==> src/rtl/ir_nec_pkg.sv <==
// Shared types and default timing for the NEC IR transmit path.
// Default counts assume a 50 MHz clock.
package ir_nec_pkg;

  localparam int unsigned NEC_FRAME_BITS = 32;
  localparam int unsigned TIMER_W        = 22;

  localparam int unsigned LEAD_MARK_CNT_DEF  = 450000;
  localparam int unsigned LEAD_SPACE_CNT_DEF = 225000;
  localparam int unsigned BIT_MARK_CNT_DEF   = 28125;
  localparam int unsigned ZERO_SPACE_CNT_DEF = 28125;
  localparam int unsigned ONE_SPACE_CNT_DEF  = 84375;
  localparam int unsigned GAP_CNT_DEF        = 2000000;
  localparam int unsigned CARRIER_PERIOD_DEF = 1316;
  localparam int unsigned CARRIER_HIGH_DEF   = 439;

  typedef enum logic [2:0] {
    StIdle,
    StLeadMark,
    StLeadSpace,
    StBitMark,
    StBitSpace,
    StStopMark,
    StGap
  } nec_state_e;

  function automatic logic is_mark(input nec_state_e s);
    return (s == StLeadMark) || (s == StBitMark) || (s == StStopMark);
  endfunction

endpackage

==> src/rtl/ir_carrier_gen.sv <==
// Free-running carrier with a phase reset, so each burst starts on a high phase.
// Only instantiated when IR_TX_CARRIER_EN is defined.
module ir_carrier_gen #(
  parameter int unsigned CARRIER_PERIOD = 1316,
  parameter int unsigned CARRIER_HIGH   = 439
) (
  input  logic clk,
  input  logic rst,
  input  logic phase_rst,
  output logic carrier
);

  localparam int unsigned CntW = (CARRIER_PERIOD > 1) ? $clog2(CARRIER_PERIOD) : 1;

  logic [CntW-1:0] cnt_q, cnt_d;

  always_comb begin
    cnt_d = cnt_q + 1'b1;
    if (phase_rst || (cnt_q == CntW'(CARRIER_PERIOD - 1))) begin
      cnt_d = '0;
    end
  end

  always_ff @(posedge clk) begin
    if (rst) begin
      cnt_q <= '0;
    end else begin
      cnt_q <= cnt_d;
    end
  end

  assign carrier = (32'(cnt_q) < CARRIER_HIGH);

endmodule

==> src/rtl/ir_transmit_nec.sv <==
// NEC IR transmitter: leader, 32 pulse-distance bits (LSB first), stop mark, then idle gap.
// Define IR_TX_CARRIER_EN to modulate ir_out with the carrier; otherwise ir_out = ir_env.
module ir_transmit_nec
  import ir_nec_pkg::*;
#(
  parameter int unsigned LEAD_MARK_CNT  = LEAD_MARK_CNT_DEF,
  parameter int unsigned LEAD_SPACE_CNT = LEAD_SPACE_CNT_DEF,
  parameter int unsigned BIT_MARK_CNT   = BIT_MARK_CNT_DEF,
  parameter int unsigned ZERO_SPACE_CNT = ZERO_SPACE_CNT_DEF,
  parameter int unsigned ONE_SPACE_CNT  = ONE_SPACE_CNT_DEF,
  parameter int unsigned GAP_CNT        = GAP_CNT_DEF
`ifdef IR_TX_CARRIER_EN
  ,
  parameter int unsigned CARRIER_PERIOD = CARRIER_PERIOD_DEF,
  parameter int unsigned CARRIER_HIGH   = CARRIER_HIGH_DEF
`endif
) (
  input  logic        clk,
  input  logic        rst,
  input  logic        tx_valid,
  input  logic [31:0] tx_data,
  output logic        tx_ready,
  output logic        tx_done,
  output logic        ir_env,
  output logic        ir_out
);

  nec_state_e                state_q, state_d;
  logic [TIMER_W-1:0]        timer_q, timer_d;
  logic [NEC_FRAME_BITS-1:0] shift_q, shift_d;
  logic [5:0]                bit_cnt_q, bit_cnt_d;
  logic                      ir_env_q, tx_done_q;
  logic [TIMER_W-1:0]        phase_last;
  logic                      phase_end;

  // Last timer value of the current phase; a phase of N cycles ends at N-1.
  always_comb begin
    case (state_q)
      StLeadMark:  phase_last = TIMER_W'(LEAD_MARK_CNT - 1);
      StLeadSpace: phase_last = TIMER_W'(LEAD_SPACE_CNT - 1);
      StBitMark:   phase_last = TIMER_W'(BIT_MARK_CNT - 1);
      StBitSpace:  phase_last = shift_q[0] ? TIMER_W'(ONE_SPACE_CNT - 1)
                                           : TIMER_W'(ZERO_SPACE_CNT - 1);
      StStopMark:  phase_last = TIMER_W'(BIT_MARK_CNT - 1);
      StGap:       phase_last = TIMER_W'(GAP_CNT - 1);
      default:     phase_last = '0;
    endcase
  end

  assign phase_end = (timer_q == phase_last);

  always_comb begin
    state_d   = state_q;
    shift_d   = shift_q;
    bit_cnt_d = bit_cnt_q;
    case (state_q)
      StIdle: begin
        if (tx_valid) begin
          state_d   = StLeadMark;
          shift_d   = tx_data;
          bit_cnt_d = '0;
        end
      end
      StLeadMark:  if (phase_end) state_d = StLeadSpace;
      StLeadSpace: if (phase_end) state_d = StBitMark;
      StBitMark:   if (phase_end) state_d = StBitSpace;
      StBitSpace: begin
        if (phase_end) begin
          shift_d   = shift_q >> 1;
          bit_cnt_d = bit_cnt_q + 6'd1;
          state_d   = (bit_cnt_q == 6'(NEC_FRAME_BITS - 1)) ? StStopMark : StBitMark;
        end
      end
      StStopMark:  if (phase_end) state_d = StGap;
      StGap:       if (phase_end) state_d = StIdle;
      default:     state_d = StIdle;
    endcase
    // Timer restarts from zero on every state entry and idles at zero.
    timer_d = ((state_d != state_q) || (state_q == StIdle)) ? '0 : timer_q + 1'b1;
  end

  always_ff @(posedge clk) begin
    if (rst) begin
      state_q   <= StIdle;
      timer_q   <= '0;
      shift_q   <= '0;
      bit_cnt_q <= '0;
      ir_env_q  <= 1'b0;
      tx_done_q <= 1'b0;
    end else begin
      state_q   <= state_d;
      timer_q   <= timer_d;
      shift_q   <= shift_d;
      bit_cnt_q <= bit_cnt_d;
      ir_env_q  <= is_mark(state_d);
      tx_done_q <= (state_q == StGap) && phase_end;
    end
  end

  assign tx_ready = (state_q == StIdle);
  assign tx_done  = tx_done_q;
  assign ir_env   = ir_env_q;

`ifdef IR_TX_CARRIER_EN
  logic mark_entry;
  logic carrier;

  assign mark_entry = is_mark(state_d) && (state_d != state_q);

  ir_carrier_gen #(
    .CARRIER_PERIOD (CARRIER_PERIOD),
    .CARRIER_HIGH   (CARRIER_HIGH)
  ) u_carrier (
    .clk       (clk),
    .rst       (rst),
    .phase_rst (mark_entry),
    .carrier   (carrier)
  );

  assign ir_out = ir_env_q & carrier;
`else
  assign ir_out = ir_env_q;
`endif

endmodule

==> config.mk <==
export PLATFORM = sky130hd
export DESIGN_NAME = ir_transmit_nec
export DESIGN_NICKNAME = d
export VERILOG_FILES = /design/src/rtl/ir_nec_pkg.sv /design/src/rtl/ir_carrier_gen.sv /design/src/rtl/ir_transmit_nec.sv
export SDC_FILE = /design/constraint.sdc
export NUM_CORES = 1
export LEC_CHECK = 0
export CELL_PAD_IN_SITES_DETAIL_PLACEMENT = 1
export CELL_PAD_IN_SITES_GLOBAL_PLACEMENT = 2
export CORE_AREA = 3 3 99 120
export CTS_CLUSTER_SIZE = 14
export DETAILED_ROUTE_END_ITERATION = 8
export DIE_AREA = 0 0 102 123
export HOLD_SLACK_MARGIN = 0.03
export PLACE_DENSITY = 0.82
export SYNTH_ARGS = -nofsm -noshare
export SYNTH_HDL_FRONTEND = slang
export SYNTH_SLANG_ARGS = --single-unit
==> constraint.sdc <==
create_clock -name clk -period 3 [get_ports clk]
set_clock_uncertainty 0.15 [all_clocks]
set_input_delay 0.6 -clock clk [delete_from_list [all_inputs] [get_ports clk]]
set_output_delay 0.6 -clock clk [all_outputs]
set_load 0.02 [all_outputs]
==> results.json, run 1 <==
{
  "n_antenna_cell": 0,
  "ant_nets": 0,
  "hpwl_mm": 7.15,
  "reg2reg_to": "bit_cnt_q[5]$_SDFFE_PP0P_",
  "synth.area.mux_share_pct": 0.599,
  "finalSetupViolations": 0,
  "hold_path_startpoint": "shift_q[31]$_SDFFE_PP0P_",
  "hold_slack_ps": 332,
  "report.power.total_uw": 2520,
  "fp.coreArea_sq_um": 10900,
  "ys_ff_latch": 65,
  "fillers": 1346,
  "syn_area_per_cell_sq_um": 7.90,
  "cts_max_level": 3,
  "drt_iter0_drc": 121,
  "ir_drop_mv": 0.241,
  "avgViaCountPerCell": 5.54,
  "grt_pass1_vias": 3471,
  "grt_max_degree": 36,
  "drcViolationCount": 0,
  "syn_inst": 450,
  "p_leak_uw": 0.00157,
  "port_buffers": 38,
  "drv_cap": 0,
  "nets": 514,
  "cts_tree": "yes",
  "cp.arrival_ps": 2930,
  "clk_path_buf_depth": 2,
  "tightestPinTransition_ps": 468,
  "yosysTopAreaCellShare_pct": 36.6,
  "worstSkewPairLatency_ps": 340,
  "cts_setup_buffers": 0,
  "synth_simple_gate_area_share_pct": 32.6,
  "die_w_microns": 102,
  "endpoint_kind": "register",
  "globalRouteOverflowTotal": 0,
  "wl_per_cell_microns": 16.9,
  "first_pass_iters": 5,
  "synth_area_leaders": "dfxtp_1 (37%), nand2_1 (8.2%), a311oi_1 (7.6%), nor3_1 (5.6%), nor2_1 (3.6%)",
  "gp_congestion": 0.880,
  "async_flop_share_pct": 0,
  "wirelength_mm": 10.4,
  "cts_sinks": 65,
  "synth_compound_area_share_pct": 17.5,
  "worst_hold_path_type": "register to register",
  "status": "completed",
  "cts_root_buf": "clkbuf_16",
  "clkTransAtPathRegs_ps": 60,
  "dp.cells": 598,
  "final_layout_size_suffix_gt1_share_pct": 10.2,
  "multiInputGateArea_sq_um": 2040,
  "ios": 39,
  "postLayoutCoreUtil_pct": 40.6,
  "critPathMaxFanout": 20,
  "cts_made_buffers": 9,
  "r2r-start": "state_q[1]$_SDFF_PP0_",
  "synth_nets": 487,
  "synth_edf_count": 0,
  "num_vias": 3400,
  "maxSlewHeadroom_pct": 68.8,
  "worstSetupStartpoint": "state_q[1]$_SDFF_PP0_",
  "row_count": 42,
  "critPathKind": "register to register",
  "synth.cell_area_sq_um": 3550,
  "min_to": "shift_q[31]$_SDFFE_PP0P_",
  "start_util_pct": 32.5,
  "synthDistinctLibCells": 59,
  "synth_warnings": 0,
  "hold_buffers": 0,
  "stdcell_count": 614,
  "cp.required_ps": 3110,
  "synth_top_area_cell": "dfxtp_1",
  "maxSlewViolCount": 0,
  "rr_worst_depth": 7,
  "synth-xor-area-share_pct": 5.42,
  "synth_top_family_by_area": "simple AND/OR/NAND/NOR gates",
  "start_kind": "register",
  "min_period_over_period_pct": 94.1,
  "seqCellArea_sq_um": 1310,
  "grt_pass1_wl_mm": 17.4,
  "antenna_found_initial": 0,
  "power_density_nw_per_um2": 567,
  "seq_area_frac_synth_pct": 36.6,
  "synthAdderAreaFrac_pct": 0.704,
  "gr-usage-all-layers_pct": 17.6,
  "die-height_microns": 123,
  "finalHoldViolCount": 0,
  "synth_ff_type": "dfxtp_1",
  "die_area_sq_um": 12500,
  "max_freq_ghz": 0.354,
  "r2r_setup_slack_ps": 180,
  "hold_depth": 2,
  "min_period_ps": 2820,
  "synthToLayoutAreaGrowth_pct": 24.9
}
critical path, cell delays in order (launching register included):
cell	delay, ps
dfxtp_2	410
or3_4	460
a2111oi_4	310
o22ai_1	130
and4b_1	390
nand4_4	180
or4_1	530
a21oi_1	170
cells by family (layout without fill, tap and decap cells):
| family | Yosys count | in the layout |
|---|---|---|
| AO/OA/AOI/OAI | 79 | 79 |
| XOR/XNOR | 22 | 22 |
| adder cells (fa/ha/maj) | 2 | 2 |
| buffers and inverters | 51 | 83 |
| flip-flops | 65 | 65 |
| multiplexers | 2 | 2 |
| AND/OR/NAND/NOR | 229 | 229 |
layout make-up:
cell class	count	share of cell area, %
clock buffer	12	5.78
sequential	65	29.4
inverter	9	0.761
tap	132	3.72
timing repair buffer	58	12.8
multi-input combinational	334	45.9
clock inverter	4	1.66
metal layers:
layer | global-route usage (%) | routed length [microns] | vias up
li1 | - | - | 1676
met3 | 4.12 | 341 | 7
met4 | 4.92 | 120 | 0
met5 | 0 | 0 | -
met2 | 30.0 | 5170 | 52
met1 | 22.1 | 4740 | 1665
Yosys cell counts, types with 2 or more instances:
cell / count
o211ai_1: 2
inv_1: 9
buf_4: 6
nor3b_1: 2
nand4b_1: 2
xor2_1: 12
o22ai_1: 2
ha_1: 2
nor4_1: 3
nand4_1: 3
nor3_1: 40
and3b_1: 3
a21oi_1: 13
nand2_1: 78
dfxtp_1: 65
and4_1: 3
nor2_1: 34
a211o_1: 4
o21ai_0: 8
xnor2_1: 10
nand3_1: 23
a311oi_1: 31
buf_2: 9
and2_1: 2
a31oi_1: 3
and4b_1: 3
nor4bb_1: 2
o31ai_1: 2
buf_1: 2
nand2b_1: 7
nor2b_1: 5
clkbuf_1: 24
or4_1: 5
and3_1: 6
through the flow:
stage               TNS [ps]  setup slack [ps]  area, sq um
floorplan                  0               450         3550
finish                     0               177         4440
global placement           0               143         4090
global route           -10.7             -10.7         4440
CTS                        0              74.4         4430
detailed placement         0              13.1         4090
cells in the final DEF (no fill, tap or decap), drive strengths merged, types with 3 or more instances in the layout:
cell type      Yosys  routed
a211o              4       4
a21oi             13      13
a311oi            31      31
a31oi              3       3
and3               6       6
and3b              3       3
and4               3       3
and4b              3       3
buf               18      20
clkbuf            24      12
clkdlybuf4s50      0      38
dfxtp             65      65
inv                9      10
nand2             78      78
nand2b             7       7
nand3             23      23
nand4              4       4
nor2              34      34
nor2b              5       5
nor3              40      40
nor4               4       4
o21ai              8       8
o31ai              3       3
or4                5       5
xnor2             10      10
xor2              12      12
state kept, by name (all words and copies together), names as in the netlist:
signal,flops
ir_env,1
state_q,3
bit_cnt_q,6
tx_done,1
shift_q,32
timer_q,22
how the worst max path moves through the flow:
stage	endpoint	cells past startpoint
3_5_place_dp	bit_cnt_q[5]$_SDFFE_PP0P_	8
6_report	bit_cnt_q[5]$_SDFFE_PP0P_	7
4_1_cts	bit_cnt_q[5]$_SDFFE_PP0P_	8
3_3_place_gp	bit_cnt_q[5]$_SDFFE_PP0P_	8
5_1_grt	bit_cnt_q[5]$_SDFFE_PP0P_	8
2_1_floorplan	bit_cnt_q[4]$_SDFFE_PP0P_	8
report_power, final:
group	internal (uW)	switching, uW
registers	920	44.6
clock network	774	397
logic	188	192
timing repair:
action / in CTS / in global routing
resized for setup: 3 / 2
pin swaps: 0 / 1
endpoints found under the setup margin: 2 / 4
No activity file was read; power rests on OpenSTA's default activity.
==> run 2, diff against run 1 <==
Settings changed: CORE_AREA 3 3 99 120 to 2 2 103 125, DIE_AREA 0 0 102 123 to 0 0 105 127, PLACE_DENSITY 0.82 to 0.78.
Clock period 3 ns to 2.5 ns, I/O delays scaled along.
==> results.json, run 2 (synthesis results as in run 1) <==
{
  "critPathKind": "register to register",
  "cp.required_ps": 2580,
  "die_area_sq_um": 13300,
  "stdcell_count": 697,
  "post-place-ws_ps": -342,
  "wl_per_cell_microns": 17.9,
  "grt_pass1_vias": 3697,
  "maxSlewHeadroom_pct": 65.9,
  "globalRouteOverflowTotal": 0,
  "cts_sinks": 65,
  "drv_cap": 0,
  "finalSetupViolations": 65,
  "clk_path_buf_depth": 2,
  "cts_made_buffers": 9,
  "drt_iter0_drc": 157,
  "first_pass_iters": 4,
  "gr-usage-all-layers_pct": 17.2,
  "finalHoldViolCount": 0,
  "largest_reg_flops": 32,
  "rsz0062_at_grt": "true",
  "critPathMaxFanout": 7,
  "die-height_microns": 127,
  "max_freq_ghz": 0.351,
  "final_cell_mix": "nand2_1 (77), dfxtp_1 (62), buf_4 (54)",
  "nets": 568,
  "reg_top3": "shift_q x32, timer_q x22, bit_cnt_q x6",
  "gp_congestion": 0.793,
  "endpoint_kind": "register",
  "cp.arrival_ps": 2920,
  "tightestPinTransition_ps": 512,
  "ios": 39,
  "grt_pass1_wl_mm": 18.5,
  "grt_max_degree": 33,
  "drcViolationCount": 0,
  "cts_max_level": 3,
  "final_common_cell": "nand2_1",
  "ant_nets": 0,
  "die_w_microns": 105,
  "antenna_found_initial": 0,
  "status": "finished with violations",
  "final_layout_size_suffix_gt1_share_pct": 25.4,
  "port_buffers": 38,
  "fin_ws_ps": -348,
  "ir_drop_mv": 0.282,
  "worst_hold_path_type": "register to register",
  "clkTransAtPathRegs_ps": 60,
  "cts_root_buf": "clkbuf_16",
  "synthToLayoutAreaGrowth_pct": 47.3,
  "maxSlewViolCount": 0,
  "min_period_ps": 2850,
  "largest-register": "shift_q",
  "wirelength_mm": 12.5,
  "fp.coreArea_sq_um": 12000,
  "p_leak_uw": 0.00195,
  "start_util_pct": 29.6,
  "power_density_nw_per_um2": 611,
  "num_vias": 3694,
  "worstSkewPairLatency_ps": 340,
  "violations": "setup timing",
  "report.power.total_uw": 3200,
  "hpwl_mm": 7.27,
  "min_period_over_period_pct": 114,
  "row_count": 44,
  "cts_tree": "yes",
  "dp.cells": 660,
  "start_kind": "register",
  "avgViaCountPerCell": 5.30,
  "n_antenna_cell": 0
}
run 2: power by group:
| group | total (uW) | internal, uW | switching (uW) |
|---|---|---|---|
| sequential | 1150 | 1100 | 45.1 |
| combinational | 644 | 336 | 308 |
| clock | 1410 | 903 | 505 |
run 2: area by class of cell:
| class | instances | area [sq um] |
|---|---|---|
| multi-input combinational | 334 | 2230 |
| sequential | 65 | 1310 |
| tap | 161 | 201 |
| clock inverter | 6 | 90.1 |
| timing repair buffer | 112 | 1130 |
| inverter | 9 | 33.8 |
| clock buffer | 10 | 239 |
| fill | 1435 | 6770 |
run 2: what timing repair did:
action,in CTS,in global routing
setup endpoints to repair,66,65
gates cloned,2,5
resized for setup,32,29
pin swaps,15,11
buffers inserted,15,1
hold buffers,0,0
run 2: routing by layer:
layer,GRT usage (%),routed length [microns],up-vias
met5,0,0,-
met1,21.2,5460,1837
met4,7.69,311,0
met2,29.7,6440,52
li1,-,-,1787
met3,2.60,259,18
run 2: critical path, cell delays in order (launching register included):
cell	delay, ps
dfxtp_4	380
buf_4	140
buf_4	130
buf_4	130
nor4bb_1	350
o21ai_1	140
a32o_1	260
nor4_4	160
buf_4	180
nand4_4	120
buf_4	180
o31ai_1	310
a21oi_2	90
run 2: path summary, 6_finish.rpt:
check                                               from                   endpoint  slack (ps)  cells after the start
worst max-delay path               state_q[2]$_SDFF_PP0_  bit_cnt_q[3]$_SDFFE_PP0P_        -350                     12
worst min-delay path            shift_q[31]$_SDFFE_PP0P_   shift_q[31]$_SDFFE_PP0P_         330                      2
worst max register to register     state_q[2]$_SDFF_PP0_  bit_cnt_q[3]$_SDFFE_PP0P_        -350                     12
worst min register to register  shift_q[31]$_SDFFE_PP0P_   shift_q[31]$_SDFFE_PP0P_         330                      2
run 2: stage by stage:
step                      TNS, ps  utilization [%]  hold slack, ps  area, sq um
after detailed placement   -16080             36.6             321         4390
after CTS                   -7940             42.0             330         5040
after global placement     -11340             36.6             311         4390
after floorplan             -10.8                -             298         3560
after global routing       -22620             43.6             350         5240
final                      -15300             43.6             331         5240
==> run 3, diff against run 2 <==
Settings changed: MAX_ROUTING_LAYER set to met4.
Clock period 2.5 ns to 2.3 ns, I/O delays scaled along.
==> results.json, run 3 (synthesis results as in run 1) <==
{
  "postPlaceCellArea_sq_um": 4470,
  "maxSlewHeadroom_pct": 67.5,
  "min_period_ps": 2640,
  "p_leak_uw": 0.00197,
  "first_pass_iters": 5,
  "die-height_microns": 127,
  "min_to": "shift_q[31]$_SDFFE_PP0P_",
  "drt_iter0_drc": 122,
  "max_freq_ghz": 0.379,
  "synthToLayoutAreaGrowth_pct": 51.4,
  "ir_drop_mv": 0.325,
  "cp.required_ps": 2400,
  "seqPwrFrac_pct": 35.9,
  "gr-usage-all-layers_pct": 19.3,
  "largest_reg_flops": 32,
  "port_buffers": 38,
  "start_kind": "register",
  "design_area_sq_um": 5380,
  "hold_slack_ps": 331,
  "critPathMaxFanout": 17,
  "cts_tree": "yes",
  "antenna_found_initial": 0,
  "min_period_over_period_pct": 115,
  "report.power.total_uw": 3470,
  "critPathMostFrequentCell": "buf_4",
  "fillers": 1409,
  "power_density_nw_per_um2": 645,
  "wirelength_mm": 12.6,
  "clkTransAtPathRegs_ps": 60,
  "seqCellArea_sq_um": 1310,
  "violations": "setup timing",
  "cp.arrival_ps": 2740,
  "clkPwrFrac_pct": 42.4,
  "final_cell_mix": "nand2_1 (77), buf_4 (62), dfxtp_1 (61)",
  "finalHoldViolCount": 0,
  "grt_max_degree": 36,
  "maxSlewViolCount": 0,
  "globalRouteOverflowTotal": 0,
  "final_common_cell": "nand2_1",
  "clk_path_buf_depth": 2,
  "multiInputGateArea_sq_um": 2370,
  "die_area_sq_um": 13300,
  "drcViolationCount": 0,
  "max_stage_delay_ps": 530,
  "nets": 574,
  "drv_cap": 0,
  "endpoint_kind": "register",
  "tightestPinTransition_ps": 485,
  "cts_root_buf": "clkbuf_16",
  "r2r-start": "state_q[1]$_SDFF_PP0_",
  "grt_pass1_wl_mm": 19.7,
  "slowest_stage": "or4_1",
  "start_util_pct": 29.6,
  "cts_max_level": 3,
  "wl_per_cell_microns": 18.0,
  "largest-register": "shift_q",
  "worst_hold_path_type": "register to register",
  "cts_made_buffers": 9,
  "reg2reg_to": "shift_q[5]$_SDFFE_PP0P_",
  "finalSetupViolations": 65,
  "status": "finished with violations",
  "fin_ws_ps": -341,
  "hpwl_mm": 7.92,
  "grt_pass1_vias": 3911,
  "rr_worst_depth": 9,
  "p_comb_share_pct": 21.7,
  "fp.coreArea_sq_um": 12000,
  "hold_depth": 2,
  "swShare_pct": 27.2,
  "p_int_uw": 2530,
  "worstSkewPairLatency_ps": 350,
  "crit_chain": "buf_4 -> buf_4 -> or4_1 -> a21oi_2 -> a211o_1 -> and4_4 -> clkbuf_16 -> nor3_1 -> a311oi_1",
  "hold_path_startpoint": "shift_q[31]$_SDFFE_PP0P_",
  "cts_sinks": 65,
  "row_count": 44,
  "p_switching_uw": 944,
  "ios": 39,
  "rsz0062_at_grt": "true",
  "n_antenna_cell": 0,
  "avgViaCountPerCell": 5.28,
  "gp_congestion": 0.801,
  "r2r_setup_slack_ps": -340,
  "final_layout_size_suffix_gt1_share_pct": 29.9,
  "reg_top3": "shift_q x32, timer_q x22, bit_cnt_q x6",
  "die_w_microns": 105,
  "ant_nets": 0,
  "critPathKind": "register to register",
  "num_vias": 3714
}
[run 3: how the worst max path moves through the flow]
stage,cells past startpoint,startpoint,end
finish,9,state_q[1]$_SDFF_PP0_,shift_q[5]$_SDFFE_PP0P_
global route,9,state_q[1]$_SDFF_PP0_,shift_q[2]$_SDFFE_PP0P_
CTS,7,state_q[0]$_SDFF_PP0_,bit_cnt_q[3]$_SDFFE_PP0P_
detailed placement,9,state_q[0]$_SDFF_PP0_,shift_q[2]$_SDFFE_PP0P_
global placement,7,state_q[2]$_SDFF_PP0_,bit_cnt_q[3]$_SDFFE_PP0P_
floorplan,7,state_q[2]$_SDFF_PP0_,bit_cnt_q[3]$_SDFFE_PP0P_
[run 3: layer usage]
layer | global-route usage [%] | part of all wire, % | vias to the layer above | wire [microns]
li1 | - | - | 1794 | -
met1 | 20.5 | 41 | 1841 | 5150
met2 | 34.6 | 54 | 54 | 6790
met3 | 3.37 | 2.5 | 25 | 321
met4 | 9.18 | 2.9 | 0 | 363
met5 | - | 0 | - | 0
[run 3: per-stage QoR]
stage	utilization [%]	std cells	setup TNS [ps]	setup WS, ps
6_report	44.8	703	-17830	-341
3_5_place_dp	37.2	669	-19590	-410
5_1_grt	44.8	703	-24110	-428
3_3_place_gp	37.2	669	-15110	-336
4_1_cts	41.7	694	-15250	-332
2_1_floorplan	-	450	-2650	-186
[run 3: area by class of cell]
type	count	area share, %
multi-input combinational	334	44.0
tap	161	3.74
clock buffer	10	4.25
clock inverter	6	1.53
timing repair buffer	118	21.4
sequential	65	24.4
inverter	9	0.628
[run 3: worst max-delay path, delay by kind of cell (launching register included)]
family / cells / cell delay [ps]
simple gates: 3 / 910
compound gates: 3 / 590
buf+inv: 3 / 530
flops: 1 / 360
[run 3: power groups by stage]
stage               logic, uW  clock network, uW  registers [uW]
detailed placement        560                  0            1270
finish                    754               1470            1250
floorplan                 326                  0            1260
global route              812               1550            1260
global placement          545                  0            1270
CTS                       652               1500            1250
[run 3: repair_timing]
item,4_1_cts,5_1_grt
hold endpoints to repair,0,0
gates resized for setup,29,71
pin swaps,7,29
buffers inserted,6,8
endpoints found under the setup margin,66,66
cloned,3,2
hold buffers,0,0
